--- src/rtl/bg_mem_arbiter_pkg.sv ---
// rtl/bg_mem_arbiter_pkg.sv - shared constants and types for the background frame RAM arbiter
//
// Purpose: frame geometry, bus widths, RAM owner encoding and clear-engine state type.
package bg_mem_arbiter_pkg;

    localparam int FB_WIDTH  = 400;
    localparam int FB_HEIGHT = 300;
    localparam int FB_PIXELS = FB_WIDTH * FB_HEIGHT;

    localparam int BG_ADDR_W = 19;
    localparam int BG_DATA_W = 4;

    // Which requester drives the RAM port in the current cycle.
    localparam logic [2:0] OWN_NONE = 3'd0;
    localparam logic [2:0] OWN_DISP = 3'd1;
    localparam logic [2:0] OWN_CLR  = 3'd2;
    localparam logic [2:0] OWN_WR   = 3'd3;
    localparam logic [2:0] OWN_RD   = 3'd4;

    typedef enum logic {
        CLR_IDLE   = 1'b0,
        CLR_ACTIVE = 1'b1
    } clr_state_e;

endpackage

--- src/rtl/bg_clear_engine.sv ---
// rtl/bg_clear_engine.sv - full-frame fill engine for the background RAM
//
// Purpose: walks addresses 0..FB_PIXELS-1, advancing only on cycles it is granted the RAM.
// Ports:
//   pclk_i, rst_i      clock, synchronous active-high reset
//   start_i, value_i   start pulse and fill value (sampled on start)
//   grant_i            engine owns the RAM this cycle
//   busy_o             clear in progress
//   cnt_o, val_o       current clear address and fill value
module bg_clear_engine
    import bg_mem_arbiter_pkg::*;
#(
    parameter int ADDR_W   = 19,
    parameter int DATA_W   = 4,
    parameter int N_PIXELS = 120000
) (
    input  logic              pclk_i,
    input  logic              rst_i,
    input  logic              start_i,
    input  logic [DATA_W-1:0] value_i,
    input  logic              grant_i,
    output logic              busy_o,
    output logic [ADDR_W-1:0] cnt_o,
    output logic [DATA_W-1:0] val_o
);

    localparam logic [ADDR_W-1:0] LAST_ADDR = ADDR_W'(N_PIXELS - 1);

    clr_state_e        state_q;
    logic [ADDR_W-1:0] cnt_q;
    logic [DATA_W-1:0] val_q;
    logic              busy_q;

    always_ff @(posedge pclk_i) begin
        if (rst_i) begin
            state_q <= CLR_IDLE;
            cnt_q   <= '0;
            val_q   <= '0;
            busy_q  <= 1'b0;
        end else begin
            case (state_q)
                CLR_IDLE: begin
                    if (start_i) begin
                        state_q <= CLR_ACTIVE;
                        cnt_q   <= '0;
                        val_q   <= value_i;
                        busy_q  <= 1'b1;
                    end
                end
                CLR_ACTIVE: begin
                    // start_i is ignored here: a running clear is never restarted.
                    if (grant_i) begin
                        if (cnt_q == LAST_ADDR) begin
                            state_q <= CLR_IDLE;
                            busy_q  <= 1'b0;
                        end else begin
                            cnt_q <= cnt_q + 1'b1;
                        end
                    end
                end
                default: begin
                    state_q <= CLR_IDLE;
                    busy_q  <= 1'b0;
                end
            endcase
        end
    end

    assign busy_o = busy_q;
    assign cnt_o  = cnt_q;
    assign val_o  = val_q;

endmodule

--- src/rtl/bg_mem_arbiter.sv ---
// rtl/bg_mem_arbiter.sv - single-port background frame RAM arbiter with built-in clear
//
// Purpose: shares the frame RAM between display fetch (highest priority), the clear
// engine, and round-robin game-logic write/read ports.
// Ports:
//   pclk, rst                                  clock, synchronous active-high reset
//   disp_req, disp_addr, disp_rgb              display fetch, 2-cycle latency
//   wr_valid, wr_addr, wr_data, wr_ready       game-logic write port
//   rd_valid, rd_addr, rd_ready, rd_rvalid, rd_rdata   collision probe port
//   clr_start, clr_value, clr_busy             frame clear control
//   addr_err                                   sticky out-of-range access flag
//   mem_addr, mem_we, mem_wdata, mem_rdata     synchronous RAM port
module bg_mem_arbiter #(
    parameter int ADDR_W    = bg_mem_arbiter_pkg::BG_ADDR_W,
    parameter int DATA_W    = bg_mem_arbiter_pkg::BG_DATA_W,
    parameter int FB_PIXELS = bg_mem_arbiter_pkg::FB_PIXELS
) (
    input  logic              pclk,
    input  logic              rst,
    input  logic              disp_req,
    input  logic [ADDR_W-1:0] disp_addr,
    output logic [DATA_W-1:0] disp_rgb,
    input  logic              wr_valid,
    input  logic [ADDR_W-1:0] wr_addr,
    input  logic [DATA_W-1:0] wr_data,
    output logic              wr_ready,
    input  logic              rd_valid,
    input  logic [ADDR_W-1:0] rd_addr,
    output logic              rd_ready,
    output logic              rd_rvalid,
    output logic [DATA_W-1:0] rd_rdata,
    input  logic              clr_start,
    input  logic [DATA_W-1:0] clr_value,
    output logic              clr_busy,
    output logic              addr_err,
    output logic [ADDR_W-1:0] mem_addr,
    output logic              mem_we,
    output logic [DATA_W-1:0] mem_wdata,
    input  logic [DATA_W-1:0] mem_rdata
);
    import bg_mem_arbiter_pkg::*;

    localparam logic [ADDR_W-1:0] PIX_LIM = ADDR_W'(FB_PIXELS);

    logic [2:0]        owner;
    logic              clr_busy_w;
    logic [ADDR_W-1:0] clr_cnt;
    logic [DATA_W-1:0] clr_val;
    logic              wr_in_range;
    logic              rd_in_range;

    logic              rr_rd_q, rr_rd_d;     // 0: write wins next tie, 1: read wins
    logic              addr_err_q, addr_err_d;
    logic              rd_pend_q;
    logic              rd_oor_q;
    logic              disp_pend_q;
    logic [DATA_W-1:0] disp_rgb_q;

    assign wr_in_range = (wr_addr < PIX_LIM);
    assign rd_in_range = (rd_addr < PIX_LIM);

    always_comb begin
        owner = OWN_NONE;
        if (disp_req) begin
            owner = OWN_DISP;
        end else if (clr_busy_w) begin
            owner = OWN_CLR;
        end else if (wr_valid && rd_valid) begin
            owner = rr_rd_q ? OWN_RD : OWN_WR;
        end else if (wr_valid) begin
            owner = OWN_WR;
        end else if (rd_valid) begin
            owner = OWN_RD;
        end
    end

    always_comb begin
        mem_addr  = '0;
        mem_we    = 1'b0;
        mem_wdata = '0;
        case (owner)
            OWN_DISP: mem_addr = disp_addr;
            OWN_CLR: begin
                mem_addr  = clr_cnt;
                mem_we    = 1'b1;
                mem_wdata = clr_val;
            end
            OWN_WR: begin
                mem_addr  = wr_addr;
                mem_we    = wr_in_range;
                mem_wdata = wr_data;
            end
            OWN_RD:  mem_addr = rd_addr;
            default: mem_addr = '0;
        endcase
    end

    assign wr_ready = (owner == OWN_WR);
    assign rd_ready = (owner == OWN_RD);

    always_comb begin
        rr_rd_d = rr_rd_q;
        // The pointer only moves when it actually broke a tie.
        if (wr_valid && rd_valid && (owner == OWN_WR || owner == OWN_RD)) begin
            rr_rd_d = ~rr_rd_q;
        end
        addr_err_d = addr_err_q
                   | ((owner == OWN_WR) && !wr_in_range)
                   | ((owner == OWN_RD) && !rd_in_range);
    end

    always_ff @(posedge pclk) begin
        if (rst) begin
            rr_rd_q     <= 1'b0;
            addr_err_q  <= 1'b0;
            rd_pend_q   <= 1'b0;
            rd_oor_q    <= 1'b0;
            disp_pend_q <= 1'b0;
            disp_rgb_q  <= '0;
        end else begin
            rr_rd_q     <= rr_rd_d;
            addr_err_q  <= addr_err_d;
            rd_pend_q   <= (owner == OWN_RD);
            rd_oor_q    <= (owner == OWN_RD) && !rd_in_range;
            disp_pend_q <= (owner == OWN_DISP);
            // RAM data belongs to whoever owned the previous cycle; only display data lands here.
            if (disp_pend_q) begin
                disp_rgb_q <= mem_rdata;
            end
        end
    end

    assign disp_rgb  = disp_rgb_q;
    assign rd_rvalid = rd_pend_q;
    assign rd_rdata  = (rd_pend_q && !rd_oor_q) ? mem_rdata : '0;
    assign addr_err  = addr_err_q;
    assign clr_busy  = clr_busy_w;

    bg_clear_engine #(
        .ADDR_W   (ADDR_W),
        .DATA_W   (DATA_W),
        .N_PIXELS (FB_PIXELS)
    ) u_clear (
        .pclk_i  (pclk),
        .rst_i   (rst),
        .start_i (clr_start),
        .value_i (clr_value),
        .grant_i (owner == OWN_CLR),
        .busy_o  (clr_busy_w),
        .cnt_o   (clr_cnt),
        .val_o   (clr_val)
    );

endmodule

--- config.mk ---
export PLATFORM = sky130hd
export DESIGN_NAME = bg_mem_arbiter
export DESIGN_NICKNAME = d
export VERILOG_FILES = /design/src/rtl/bg_mem_arbiter_pkg.sv /design/src/rtl/bg_clear_engine.sv /design/src/rtl/bg_mem_arbiter.sv
export SDC_FILE = /design/constraint.sdc
export NUM_CORES = 1
export LEC_CHECK = 0
export CORE_MARGIN = 3
export CORE_UTILIZATION = 41
export DETAILED_ROUTE_END_ITERATION = 8
export PLACE_DENSITY = 0.9
export SETUP_SLACK_MARGIN = 0.05
export SYNTH_ARGS = -nofsm -noshare
export SYNTH_HDL_FRONTEND = slang
export SYNTH_SLANG_ARGS = --single-unit
export TNS_END_PERCENT = 50
--- constraint.sdc ---
create_clock -name pclk -period 2.1 [get_ports pclk]
set_input_delay 0.42 -clock pclk [delete_from_list [all_inputs] [get_ports pclk]]
set_output_delay 0.42 -clock pclk [all_outputs]
set_load 0.02 [all_outputs]
* After elaboration in Yosys (flattened, before gate mapping)
Cells that the tools add are included. W data, S select, Z words.
Operators by class: add/sub/neg operators 1, $lt $le $gt $ge 2, equal/unequal tests 9, multiplexer cells 22, bitwise operators 4, reductions and logical operators 12
Operators by type and width (number):
- $pmux W19 S4 | 1
- $mux W19 | 3
- $lt A19 B17 Y1 const B | 2
- $pmux W19 S2 | 1
- $add A19 B1 Y19 const B | 1
- $eq A19 B17 Y1 const B | 1
- $mux W3 | 6
- $pmux W4 S2 | 1
- $eq A3 B2 Y1 const B | 2
- $mux W1 | 6
- $ne A2 B2 Y1 const B | 3
- $pmux W1 S2 | 3
- $reduce_and A3 Y1 | 2
- $logic_and A1 B1 Y1 | 5
- $mux W4 | 1
- $eq A3 B1 Y1 const B | 1
- $eq A3 B3 Y1 const B | 1
- $logic_not A1 Y1 | 3
- $ne A2 B1 Y1 const B | 1
- $not A1 Y1 | 2
- $or A1 B1 Y1 | 2
- $reduce_and A2 Y1 | 1
- $logic_or A1 B1 Y1 | 1
Word-level totals: register bits 34, output and inout bits 37, word-level logic and storage cells 60

* Depth between registers and ports, before layout
Gate-level depths: netlist of run 1.
depth in word-level cells 9, depth in mapped cells 7, depth with buffers taken out 6

* Hierarchy
Synthesis of run 1 repeated with hierarchy kept, for this count alone.
Second synthesis, totals: cells, all modules 285, area, all modules 2227.1 µm²
By module, submodules not included:
- bg_clear_engine | times used 1, cells an instance 160, area an instance 1357.6 µm², sequential area each 500.5 µm²
- bg_mem_arbiter | times used 1, cells an instance 125, area an instance 869.6 µm², sequential area each 180.2 µm²

* Worst setup path after synthesis of run 1
No wires, ideal clock.
path type reg-to-output, start register u_clear.busy_q, in the netlist u_clear.busy_o, end output port mem_addr[14], arrival 1.723 ns, slack -0.043 ns, cell stages (with the launch flop) 6, buffers on the path 1, cells stage by stage dfxtp_1 -> nor2_1 -> nand2_1 -> a21oi_1 -> clkbuf_1 -> a221o_1
Between the ends: longest elaborated chain between the ends 4, elaborated cells between the ends (all ways) 7, classes of those cells eq/ne: 4; mux: 3
Ends and longest elaborated chain:
- from (decl) | RTL line bg_clear_engine.sv:32 | logic busy_q;
- from (signal assigned) | RTL line bg_clear_engine.sv:39 | busy_q <= 1'b0;
- from (signal assigned) | RTL line bg_clear_engine.sv:47 | busy_q <= 1'b1;
- from (signal assigned) | RTL line bg_clear_engine.sv:55 | busy_q <= 1'b0;
- $mux W3 | RTL line bg_mem_arbiter.sv:66 | end else if (clr_busy_w) begin
- $mux W3 | RTL line bg_mem_arbiter.sv:64 | if (disp_req) begin
- $eq A3 B2 Y1
- net wr_ready | RTL line bg_mem_arbiter.sv:26 | output logic wr_ready,
- $pmux W19 S4 | RTL line bg_mem_arbiter.sv:81 | case (owner)
- to (decl) | RTL line bg_mem_arbiter.sv:36 | output logic [ADDR_W-1:0] mem_addr,
The timed path passes the listed nets, and every way through them passes these cells.

* Worst setup path in the final report of run 1
start input port wr_valid, end output port mem_addr[11]
Between the ends: longest elaborated chain between the ends 6, elaborated cells between the ends (all ways) 10, classes of those cells eq/ne: 4; mux: 5; reduce/logical: 1
Ends and longest elaborated chain:
- from (decl) | RTL line bg_mem_arbiter.sv:23 | input logic wr_valid,
- $mux W3 or $logic_and A1 B1 Y1 (tied branches) | RTL line bg_mem_arbiter.sv:70, bg_mem_arbiter.sv:68
- $mux W3 * | RTL line bg_mem_arbiter.sv:68 | end else if (wr_valid && rd_valid) begin
- $mux W3 * | RTL line bg_mem_arbiter.sv:66
- $mux W3 * | RTL line bg_mem_arbiter.sv:64
- $eq A3 B3 Y1 (tied with other cells) | RTL line bg_mem_arbiter.sv:81
- $pmux W19 S4 * | RTL line bg_mem_arbiter.sv:81
Every way passes the cells marked *; elsewhere a longest branch is shown, timed or not.

==> out/summary.txt, run 1 <==
Routability cong. - 0.891
Multi-input gate area - 1500 µm²
Most common cell after layout, fill and taps aside - clkdlybuf4s50_1
Total grt overflow - 0
Vias per cell - 5.86
Fraction of registers with async set/reset - 0%
Max Slew Vio Count - 0
Die width - 80.2 µm
Setup CP Type - in2out
Delay of the slowest critical-path stage - 330 ps
Synth area leader - dfxtp_1
Initial DRC Count - 219
CTS Buf Count - 5
CP bufs+invs - 4
Layout area overhead - 74.7%
H-Tree Level Count - 2
Bufs on Longest Clock Path - 2
Maximum vdd drop - 0.736 mV
Final setup fails - 0
Main area contributors after synthesis - dfxtp_1 (30%), nand2_1 (10%), a221o_1 (8.4%), o21ai_0 (4.9%), a21oi_1 (3.3%)
Worst reg2reg startpoint - u_clear.cnt_o[3]
R2r setup slk - 40 ps
Diodes inserted - 0
Total negative setup slack - 0 ps
CP max stage cell - a221o_1
CTS tree - yes
Total GRT Usage - 27.5%
Reg area - 688 µm²
Share of cells above drive strength 1 - 22.7%
Post-Synthesis Cell Area - 2260 µm²
Post-Syn Instances - 298
Largest net degree at the start of global routing - 35
DR vias - 3012
Fmax - 0.484 GHz
Critical path depth - 7
CP endpoint kind - output pin
Clock skew - 6.48 ps
Clock slew at reported path FFs - 70 ps
Pwr dens - 508 nW/µm²
Crit. Startpoint - wr_valid
Root Driver - clkbuf_8
Worst slew pin tran - 432 ps
Clock latency on the worst-skew pair - 300 ps
Clock sink total - 34
Die height - 80.2 µm
Top Ports - 112
Rows - 26
Final period util - 98.4%
Vias in the first global route - 2826
Status - finished, final reports clean
Residual DRC - 0
Avg Inst Size Synth - 7.58 µm²
Routed Antenna Nets - 0
#FFs+latches synth - 34
DP HPWL - 6.53 mm
Routed wire length - 9.46 mm
Worst hold path type - reg2reg
Seq/Total Area, Yosys - 30.1%
Drt pass-1 iters - 6
First-pass GRT wire length - 13.8 mm
Data arrival time of the worst path - 1650 ps
Die Area - 6440 µm²
Synth top area share - 30.1%
Commonest cells after routing, fill and taps aside - clkdlybuf4s50_1 (74), nand2_1 (62), buf_4 (39)
Max-cap violation count - 0
CTS Hold Bufs - 0
Starting Density - 43.4%
Fill count - 333
RSZ-0062 raised after global routing - yes
Leakage - 1.58 nW
Worst-case reg-to-reg path depth - 6
Wirelength per Cell - 18.4 µm
Yosys warns - 0
Final worst path period need - 2070 ps
Final Hold Vio Count - 0
Worst setup endpoint - mem_addr[11]
Delay-heaviest family, CP - buffers and inverters
Crit start category - input pin
WP data required - 1680 ps
Core box area - 5200 µm²
Synth Flop Type - dfxtp_1
EDFF count, synth - 0
Finished Core Util - 75.8%
CP Max Fanout - 5
R2R Path End - u_clear.cnt_o[16]
Initial antenna violation count - 0
Nets - 519
Critical-path cell list - dlygate4sd2_1 > nand2_2 > a21oi_4 > buf_12 > clkbuf_16 > a221o_1 > buf_2
IO Port Bufs - 111
Yosys cell types - 55
Max transition margin - 70.9%
Synthesized Nets - 374
[worst reg2reg max path, delay by kind of cell, from the launching register on]
family	cells	cell delay [ps]
flip-flops	1	430
buffers and inverters	1	200
AND/OR/NAND/NOR	5	1360
[logic make-up (layout without fill, tap and decap cells)]
group	Yosys count	after routing	synth area share (%)
adders and majority gates	1	1	0.554
and+or+nand+nor	136	136	30.1
DFF	34	34	30.1
xor gates and xnor gates	7	7	2.71
muxes	4	4	1.77
buffers and inverters	25	171	5.10
AOI/OAI and AO/OA	91	91	29.6
[cell type report]
cell class	instances	share of cell area, %
Timing Repair Buffer	159	38.4
Clock inverter	2	1.52
Inverter	4	0.380
Tap cell	70	2.22
Sequential cell	34	17.4
Multi-Input combinational cell	239	38.0
Clock buffer	6	2.09
[stage by stage]
stage | hold slack (ps) | cell area (µm²) | instances | total power [mW] | setup slack [ps]
after floorplan | 436 | 2260 | 298 | 0.900 | 99.9
after global placement | 448 | 3690 | 498 | 1.21 | -660
after detailed placement | 456 | 3690 | 498 | 1.22 | -664
after CTS | 465 | 3810 | 508 | 1.97 | 5.85
after global routing | 479 | 3950 | 514 | 2.06 | 7.52
final | 466 | 3950 | 514 | 2.01 | 32.8
[state kept, by name (all words and copies together), names as in the netlist]
register	count
u_clear.cnt_o	19
disp_rgb	4
u_clear.val_o	4
addr_err	1
disp_pend_q	1
rd_oor_q	1
rd_rvalid	1
rr_rd_q	1
u_clear.busy_o	1
u_clear.state_q	1
[per-layer routing]
| metal | track usage (%) | share of wire, % | vias up | wire [µm] |
|---|---|---|---|---|
| met1 | 31.1 | 39 | 1442 | 3700 |
| li1 | - | - | 1411 | - |
| met4 | 11.7 | 2.8 | 0 | 262 |
| met2 | 49.1 | 51 | 135 | 4790 |
| met5 | 0 | 0 | - | 0 |
| met3 | 6.17 | 7.5 | 24 | 706 |
[how the worst min path moves through the flow]
stage                          start          endpoint  cells after the start  slack, ps
floorplan           u_clear.val_o[0]  u_clear.val_o[0]                      2        440
global placement    u_clear.val_o[0]  u_clear.val_o[0]                      2        450
detailed placement  u_clear.val_o[0]  u_clear.val_o[0]                      2        460
CTS                 u_clear.val_o[0]  u_clear.val_o[0]                      2        470
global route        u_clear.val_o[1]  u_clear.val_o[1]                      2        480
finish              u_clear.val_o[1]  u_clear.val_o[1]                      2        470
[timing repair]
| item | CTS | global route |
|---|---|---|
| setup buffers | 1 | 5 |
| gates resized for setup | 131 | 29 |
| endpoints found under the hold margin | 0 | 0 |
| pin swaps | 6 | 14 |
| setup endpoints to repair | 43 | 42 |
| gates cloned | 2 | 1 |
[power breakdown]
group          switching, mW  internal, mW  total (mW)
sequential            0.0177         0.661       0.679
combinational          0.254         0.312       0.565
clock                  0.255         0.506       0.762
total                  0.527          1.48        2.01
[synth_stat cells, types with 2 or more instances]
master and n:
nand4_1 6, dfxtp_1 34, nand3_1 10, or4_1 6
buf_2 2, mux2i_1 4, o31ai_1 2, a21oi_1 15
nor2b_1 4, nor4_1 3, nand2b_1 4, buf_1 2
o21a_1 3, nor3_1 2, a221o_1 19, clkbuf_1 15
a31oi_1 4, and3_1 2, nand2_1 63, o2111ai_1 3
a211oi_1 6, xnor2_1 6, nor2_1 18, a22o_1 4
inv_1 4, o21ai_0 22, and2_1 6, o311ai_0 2
(Power assumes the default switching activity.)
==> run 2, diff against run 1 <==
--- a/config.mk
+++ b/config.mk
@@ -5,6 +5,7 @@
 export SDC_FILE = /design/constraint.sdc
 export NUM_CORES = 1
 export LEC_CHECK = 0
+export CAP_MARGIN = 20
 export CORE_MARGIN = 3
 export CORE_UTILIZATION = 41
 export DETAILED_ROUTE_END_ITERATION = 8
==> results of run 2 <==
Final layout, timing and power as in run 1 (identical DEF).
==> run 3, diff against run 2 <==
--- a/config.mk
+++ b/config.mk
@@ -6,9 +6,11 @@
 export NUM_CORES = 1
 export LEC_CHECK = 0
 export CAP_MARGIN = 20
+export CORE_ASPECT_RATIO = 1.25
 export CORE_MARGIN = 3
 export CORE_UTILIZATION = 41
 export DETAILED_ROUTE_END_ITERATION = 8
+export GPL_TIMING_DRIVEN = 0
 export PLACE_DENSITY = 0.9
 export SETUP_SLACK_MARGIN = 0.05
 export SYNTH_ARGS = -nofsm -noshare
==> run 3 against run 2 <==
  * Final cell count is 5.4% lower
  * Critical endpoint is now mem_addr[14]
  * Combinational power is 9.4% lower
  * Sequential share of layout area is 1.4 points higher
  * Worst setup slack better by 31 ps
  * Via count is 0.96% lower
  * Global-route usage is 0.18 points lower
  * Non-clock buffer count is 20 lower
  * Hold slack worse by 6.3 ps
==> out/summary.txt, run 3 (synthesis results as in run 1) <==
Status - finished, final reports clean
Leakage - 1.42 nW
Vias in the first global route - 2840
Clock slew at reported path FFs - 70 ps
Drt pass-1 iters - 5
Final period util - 97.0%
Clock latency on the worst-skew pair - 300 ps
First-pass GRT wire length - 13.9 mm
Placed Area - 3450 µm²
Fmax - 0.491 GHz
Most common cell after layout, fill and taps aside - clkdlybuf4s50_1
Initial antenna violation count - 0
Die width - 72.4 µm
PnR Total Power - 1.70 mW
Residual DRC - 0
Root Driver - clkbuf_8
DP HPWL - 6.60 mm
Largest net degree at the start of global routing - 12
Dpl ws - -1290 ps
Max Slew Vio Count - 0
Die height - 89.0 µm
WP data required - 1680 ps
Diodes inserted - 0
IO Port Bufs - 111
Max-cap violation count - 0
Starting Density - 43.5%
CTS Buf Count - 5
Die Area - 6440 µm²
Bufs on Longest Clock Path - 2
Maximum vdd drop - 0.287 mV
Max reg flops - 19
Share of cells above drive strength 1 - 19.6%
CTS tree - yes
Setup CP Type - reg2out
Pwr dens - 466 nW/µm²
Total grt overflow - 0
Commonest cells after routing, fill and taps aside - clkdlybuf4s50_1 (74), nand2_1 (61), dfxtp_1 (30)
Final WS setup - 63.8 ps
RSZ-0062 raised after global routing - yes
CP endpoint kind - output pin
Vias per cell - 6.14
Top Ports - 112
CP Max Fanout - 10
Max transition margin - 61.3%
Final Hold Vio Count - 0
Rows - 29
Final setup fails - 0
Initial DRC Count - 271
H-Tree Level Count - 2
Core box area - 5190 µm²
Routed Antenna Nets - 0
Wirelength per Cell - 19.1 µm
Final worst path period need - 2040 ps
DR vias - 2983
Finished Cell Area - 3650 µm²
Worst hold path type - reg2reg
Worst slew pin tran - 581 ps
Data arrival time of the worst path - 1620 ps
Clock skew - 9.98 ps
Routability cong. - 0.898
Crit start category - flip-flop
Routed wire length - 9.27 mm
Clock sink total - 34
Total GRT Usage - 27.3%
Layout area overhead - 61.8%
CTS Hold Bufs - 0
Final hold slack - 460 ps
Nets - 499
## run 3: layout make-up
cell class	instances	area, µm²
tap	62	77.6
buffer	20	160
multi-input combinational	239	1540
inverter	4	15.0
fill	423	1540
sequential	34	688
clock buffer	6	82.6
timing repair buffer	119	1080
clock inverter	2	12.5
## run 3: stage by stage
step / cells / TNS [ps] / utilization [%]
finish: 486 / 0 / 70.4
global route: 486 / -13.6 / 70.4
CTS: 483 / -9.52 / 69.0
detailed placement: 471 / -35730 / 66.5
global placement: 471 / -35020 / 66.5
floorplan: 298 / 0 / -
## run 3: what timing repair did
item | 4_1_cts | 5_1_grt
resized for setup | 144 | 33
setup buffers | 2 | 4
pin swaps | 6 | 12
gates cloned | 2 | 0
endpoints found under the setup margin | 40 | 42
hold endpoints to repair | 0 | 0
## run 3: where the power goes
group	switching (mW)	internal, mW	total, mW
registers	0.0137	0.661	0.675
logic	0.249	0.263	0.512
clock network	0.253	0.263	0.516
## run 3: critical path, stage by stage, from the launching register on
cell and delay [ps]:
dfxtp_4 410, clkbuf_2 240, nand2_1 70, o21ai_0 260, a221o_1 180, buf_2 160
## run 3: final timing paths
check / from / end / slack (ps) / cells after the start
worst min-delay path: u_clear.val_o[2] / u_clear.val_o[2] / 460 / 2
worst max-delay path: u_clear.busy_o / mem_addr[14] / 60 / 5
worst min register to register: u_clear.val_o[2] / u_clear.val_o[2] / 460 / 2
worst max register to register: u_clear.cnt_o[14] / u_clear.cnt_o[12] / 70 / 6
## run 3: routing by layer
metal	vias to the layer above	track usage (%)	routed length (µm)
met4	0	14.4	320
li1	1367	-	-
met3	31	5.40	943
met5	-	0	0
met2	204	48.2	4670
met1	1381	31.0	3330
